**config.mk**
```make
export PLATFORM = sky130hd
export DESIGN_NAME = dspm_way_cfg_ctrl
export DESIGN_NICKNAME = d
export VERILOG_FILES = /design/src/rtl/dspm_way_cfg_ctrl.sv
export SDC_FILE = /design/constraint.sdc
export NUM_CORES = 1
export LEC_CHECK = 0
export ABC_AREA = 0
export CAP_MARGIN = 20
export CELL_PAD_IN_SITES_DETAIL_PLACEMENT = 1
export CELL_PAD_IN_SITES_GLOBAL_PLACEMENT = 1
export CORE_MARGIN = 4
export CORE_UTILIZATION = 25
export DETAILED_ROUTE_END_ITERATION = 12
export PLACE_DENSITY_LB_ADDON = 0.1
export SETUP_SLACK_MARGIN = 0.1
export SYNTH_ARGS = -nofsm -noshare
export SYNTH_HDL_FRONTEND = slang
export SYNTH_SLANG_ARGS = --single-unit
```
**constraint.sdc**
```tcl
create_clock -name clk_i -period 5.8 [get_ports clk_i]
set_input_delay 1.16 -clock clk_i [delete_from_list [all_inputs] [get_ports clk_i]]
set_output_delay 1.16 -clock clk_i [all_outputs]
set_load 0.02 [all_outputs]
```
**src/rtl/dspm_way_cfg_ctrl.sv**
```systemverilog
// D-cache way reconfiguration sequencer: moves ways between cache and scratchpad mode.
// It drains the SPM port, flushes ways leaving cache mode, and zeroes every line of each
// way that changes mode. It then commits the new way masks.
module dspm_way_cfg_ctrl #(
  parameter int unsigned NR_WAYS      = 4,
  parameter int unsigned NUM_LINES    = 256,
  parameter int unsigned LINE_WIDTH   = 128,
  parameter int unsigned MEMORY_WIDTH = 172,
  parameter int unsigned IDX_WIDTH    = 12
) (
  input  logic                          clk_i,
  input  logic                          rst_i,
  input  logic                          cfg_valid_i,
  output logic                          cfg_ready_o,
  input  logic [NR_WAYS-1:0]            cfg_spm_ways_i,
  output logic [NR_WAYS-1:0]            spm_ways_o,
  output logic [NR_WAYS-1:0]            cache_ways_o,
  output logic                          busy_o,
  output logic                          spm_block_o,
  input  logic                          spm_idle_i,
  output logic                          flush_req_o,
  output logic [NR_WAYS-1:0]            flush_ways_o,
  input  logic                          flush_ack_i,
  output logic [NR_WAYS-1:0]            req_o,
  output logic [IDX_WIDTH-1:0]          addr_o,
  output logic                          we_o,
  output logic [(MEMORY_WIDTH+7)/8-1:0] be_o,
  output logic [MEMORY_WIDTH-1:0]       wdata_o,
  input  logic                          gnt_i
);

  localparam int unsigned CntW = $clog2(NUM_LINES);
  localparam int unsigned OffW = $clog2(LINE_WIDTH / 8);
  localparam int unsigned BeW  = (MEMORY_WIDTH + 7) / 8;

  typedef enum logic [2:0] {StIdle, StDrain, StFlush, StZero, StCommit} state_e;

  state_e              state_q, state_d;
  logic [NR_WAYS-1:0]  tgt_q, add_q, rem_q, zmask_q;
  logic [NR_WAYS-1:0]  spm_ways_q, cache_ways_q;
  logic [CntW-1:0]     cnt_q;
  logic [NR_WAYS-1:0]  add_new, rem_new;
  logic                accept, start, last_line;
  logic [IDX_WIDTH-1:0] cnt_ext;

  assign add_new   = cfg_spm_ways_i & ~spm_ways_q;
  assign rem_new   = spm_ways_q & ~cfg_spm_ways_i;
  assign accept    = (state_q == StIdle) && cfg_valid_i;
  // A request that changes nothing is accepted but starts no sequence.
  assign start     = accept && ((add_new | rem_new) != '0);
  assign last_line = (cnt_q == CntW'(NUM_LINES - 1));
  assign cnt_ext   = IDX_WIDTH'(cnt_q);

  // State register.
  always_ff @(posedge clk_i) begin
    if (rst_i) state_q <= StIdle;
    else       state_q <= state_d;
  end

  // Next-state logic.
  always_comb begin
    state_d = state_q;
    unique case (state_q)
      StIdle:   if (start) state_d = StDrain;
      StDrain:  if (spm_idle_i) state_d = (add_q != '0) ? StFlush : StZero;
      StFlush:  if (flush_ack_i) state_d = StZero;
      StZero:   if (gnt_i && last_line) state_d = StCommit;
      StCommit: state_d = StIdle;
      default:  state_d = StIdle;
    endcase
  end

  // Configuration latches, way masks and line counter.
  always_ff @(posedge clk_i) begin
    if (rst_i) begin
      tgt_q        <= '0;
      add_q        <= '0;
      rem_q        <= '0;
      zmask_q      <= '0;
      spm_ways_q   <= '0;
      cache_ways_q <= '1;
      cnt_q        <= '0;
    end else begin
      if (accept) begin
        tgt_q   <= cfg_spm_ways_i;
        add_q   <= add_new;
        rem_q   <= rem_new;
        zmask_q <= add_new | rem_new;
      end
      // Changing ways become unusable by both sides before any flush or zeroing.
      if (state_q == StDrain && spm_idle_i) begin
        spm_ways_q   <= spm_ways_q & ~rem_q;
        cache_ways_q <= cache_ways_q & ~add_q;
      end
      if (state_q == StZero && gnt_i) cnt_q <= cnt_q + 1'b1;  // wraps to 0 on the last line
      if (state_q == StCommit) begin
        spm_ways_q   <= tgt_q;
        cache_ways_q <= ~tgt_q;
      end
    end
  end

  // Output decode.
  always_comb begin
    cfg_ready_o  = (state_q == StIdle);
    busy_o       = (state_q != StIdle);
    spm_block_o  = (state_q != StIdle);
    flush_req_o  = (state_q == StFlush);
    flush_ways_o = (state_q == StFlush) ? add_q : '0;
    req_o        = (state_q == StZero) ? zmask_q : '0;
    we_o         = (req_o != '0);
    be_o         = we_o ? {BeW{1'b1}} : '0;
    wdata_o      = '0;
    addr_o       = cnt_ext << OffW;
  end

  assign spm_ways_o   = spm_ways_q;
  assign cache_ways_o = cache_ways_q;

endmodule

```
==> impl_results.md <==
- GRT Total Usage: 9.09%
- Unrepaired setup endpoints after global routing: no
- Synth Cell Area: 3180 um2
- Status: completed
- Post-route total power: 719 uW
- Clock power frac: 39.5%
- Power Density: 219 nW/um2
- Setup Fix Bufs, Post-CTS: 0
- CP max-delay cell: dfxtp_1
- Critical path's top delay family: buffers and inverters
- Post-route insts no fill: 602
- Horiz. Die Dim: 121 um
- Seq pwr share: 36.1%
- P_int: 463 uW
- DR vias: 2104
- Die Span Y: 121 um
- Clock latency at the later pin of the worst-skew pair: 0.28 ns
- Pin count of the biggest net entering global routing: 35
- Post-synth top cells: 199 x buf_4, 35 x dfxtp_1, 34 x nand2_1
- First-pass GRT wire length: 10500 um
- Average size of a mapped cell: 7.94 um2
- Routed Wire Length: 7400 um
- CTS root buf: clkbuf_16
- Final hold violation count: 0
- Post-synth cell types: 38
- Inserted Diodes: 0
- Post-Synthesis Cells: 400
- Final-stage net count: 452
- Hold_buf cts: 0
- Area Overhead vs Synth: 3.35%
- Most used flip-flop cell after synthesis: dfxtp_1
- First-pass DRT Iterations: 4
- Antenna violations before repair: 0
- Routed WL per cell: 12.3 um
- Max-Cap Viols: 0
- # port buffers: 60
- Number of DRC markers in iteration 0: 39
- CP Launch Type: flip-flop
- H-tree depth: 2
- CTS resizes: 0
- Layout cells sized above 1: 3.92%
- Post-placement cell count: 592
- Setup violators final: 0
- Routability congestion estimate: 0.711
- Maximum clock insertion buffer count: 2
- Antenna Violating Nets Remaining: 0
- Final Critical Period: 3.62 ns
- Max Freq: 0.276 GHz
- Finished Core Util: 26.9%
- Number of global-route vias before repair: 2015
- Starting density of the core: 26.0%
- Detailed placement HPWL: 5880 um
- Clk pin slew, worst setup/hold paths: 0.06 ns
- Clock Sinks: 35
- Row Count: 40
- Hold WC Path Type: reg -> reg
- Largest cells by area after synthesis: buf_4 47%, dfxtp_1 22%, nand2_1 4.0%
- Yosys top cell area share: 47.0%
- GR Overflow Total: 0
- WP data required: 4.64 ns
- Least-Margin Pin Slew: 0.764 ns
- CORE AREA: 12200 um2
- # IOs: 237
- Part of the Yosys area used for sequential elements: 22.1%
- Fin Setup TNS: 0 ns
- VDD IR-drop max: 0.0000858 V
- P_sw: 255 uW
- Top-count cell post-synth: buf_4
- CP bufs+invs: 2
- Slew Limit Fails: 0
- Final Skew: 0.00465 ns
- Final period utilization: 62.4%
- Number of synthesized flops with an enable pin: 0
- Crit path arrival time: 2.46 ns
- YS warnings: 0
- Worst path cell trace: nand2_1 > nor3_2 > buf_6 > clkdlybuf4s50_1
- DRC Markers: 0
- CP endpoint kind: output pin
- Die area: 14600 um2
- Max_slew headroom: 49.0%
- CP max stage delay: 0.71 ns
- Leakage power: 0.00152 uW
- Drt via density: 3.50
- Crit path max fanout: 18
- CTS tree: built
- Fill cells: 1545
- Critical path class: reg -> out
- Yosys top cell by area: buf_4
- CTS Buf Count: 5
- Sw frac: 35.5%
- Synth Register Bits: 35
- Async set or reset register ratio after synthesis: 0%
- Comb power frac: 24.5%
[metal layers]
metal	track usage [%]	up-vias	part of all wire [%]
met5	0	-	0
met4	3.40	0	1.2
met3	2.34	6	9.9
met2	16.1	135	50
met1	10.5	972	39
li1	-	991	-
[cell families after synthesis]
| logic type | synth area share (%) |
|---|---|
| DFF | 22.1 |
| adders and majority gates | 3.55 |
| muxes | 0.315 |
| xor gates and xnor gates | 0.276 |
| and+or+nand+nor | 14.4 |
| buffers and inverters | 50.5 |
| AOI/OAI and AO/OA | 8.75 |
| other | 0.118 |
[path summary, 6_finish.rpt]
| path | start | end | slack [ns] | cells past startpoint |
|---|---|---|---|---|
| worst max-delay path | state_q[1] | be_o[21] | 2.18 | 4 |
| worst min-delay path | rem_q[3] | rem_q[3] | 0.46 | 2 |
| worst max register to register | state_q[0] | cache_ways_o[2] | 3.79 | 4 |
| worst min register to register | rem_q[3] | rem_q[3] | 0.46 | 2 |
[sequential cells by signal (all words and copies together), names as in the netlist]
name / cells
add_q: 4
cache_ways_o: 4
cnt_q: 8
rem_q: 4
spm_ways_o: 4
state_q: 3
tgt_q: 4
zmask_q: 4
[cell type report]
class | count | area (um2) | share of cell area [%]
clock buffers | 8 | 156 | 4.77
inverters | 11 | 41.3 | 1.26
multi-input cells | 316 | 1540 | 46.9
flip-flops and latches | 35 | 701 | 21.3
well taps | 168 | 210 | 6.40
repair buffers | 64 | 634 | 19.3
[stage by stage]
| stage | setup WS [ns] | hold WS (ns) | area [um2] |
|---|---|---|---|
| after CTS | 1.64 | 0.464 | 3260 |
| after global routing | 1.96 | 0.481 | 3280 |
| after detailed placement | 1.94 | 0.455 | 3110 |
| after floorplan | 2.12 | 0.434 | 3830 |
| final | 2.18 | 0.463 | 3280 |
| after global placement | 2.05 | 0.449 | 3110 |
[layout by cell type, fill, tap and decap left out, drive strengths merged, types with 5 or more instances in the layout]
| master | n |
|---|---|
| a21oi | 22 |
| and2 | 5 |
| and3 | 6 |
| clkbuf | 8 |
| clkdlybuf4s50 | 60 |
| conb | 176 |
| dfxtp | 35 |
| ha | 9 |
| inv | 11 |
| nand2 | 34 |
| nor2 | 15 |
[tightest hold or removal path, delay by kind of cell (launching register included)]
kind,cells,cell delay [ns]
AO/OA/AOI/OAI,1,0.05
flip-flops,1,0.31
AND/OR/NAND/NOR,1,0.05
[power by group through the flow]
stage | logic [uW] | clock network [uW] | registers [uW]
3_3_place_gp | 171 | 0 | 264
3_5_place_dp | 171 | 0 | 265
2_1_floorplan | 238 | 0 | 259
4_1_cts | 172 | 297 | 259
5_1_grt | 190 | 305 | 261
6_report | 176 | 284 | 259
Power figures use the tool's default switching activity.
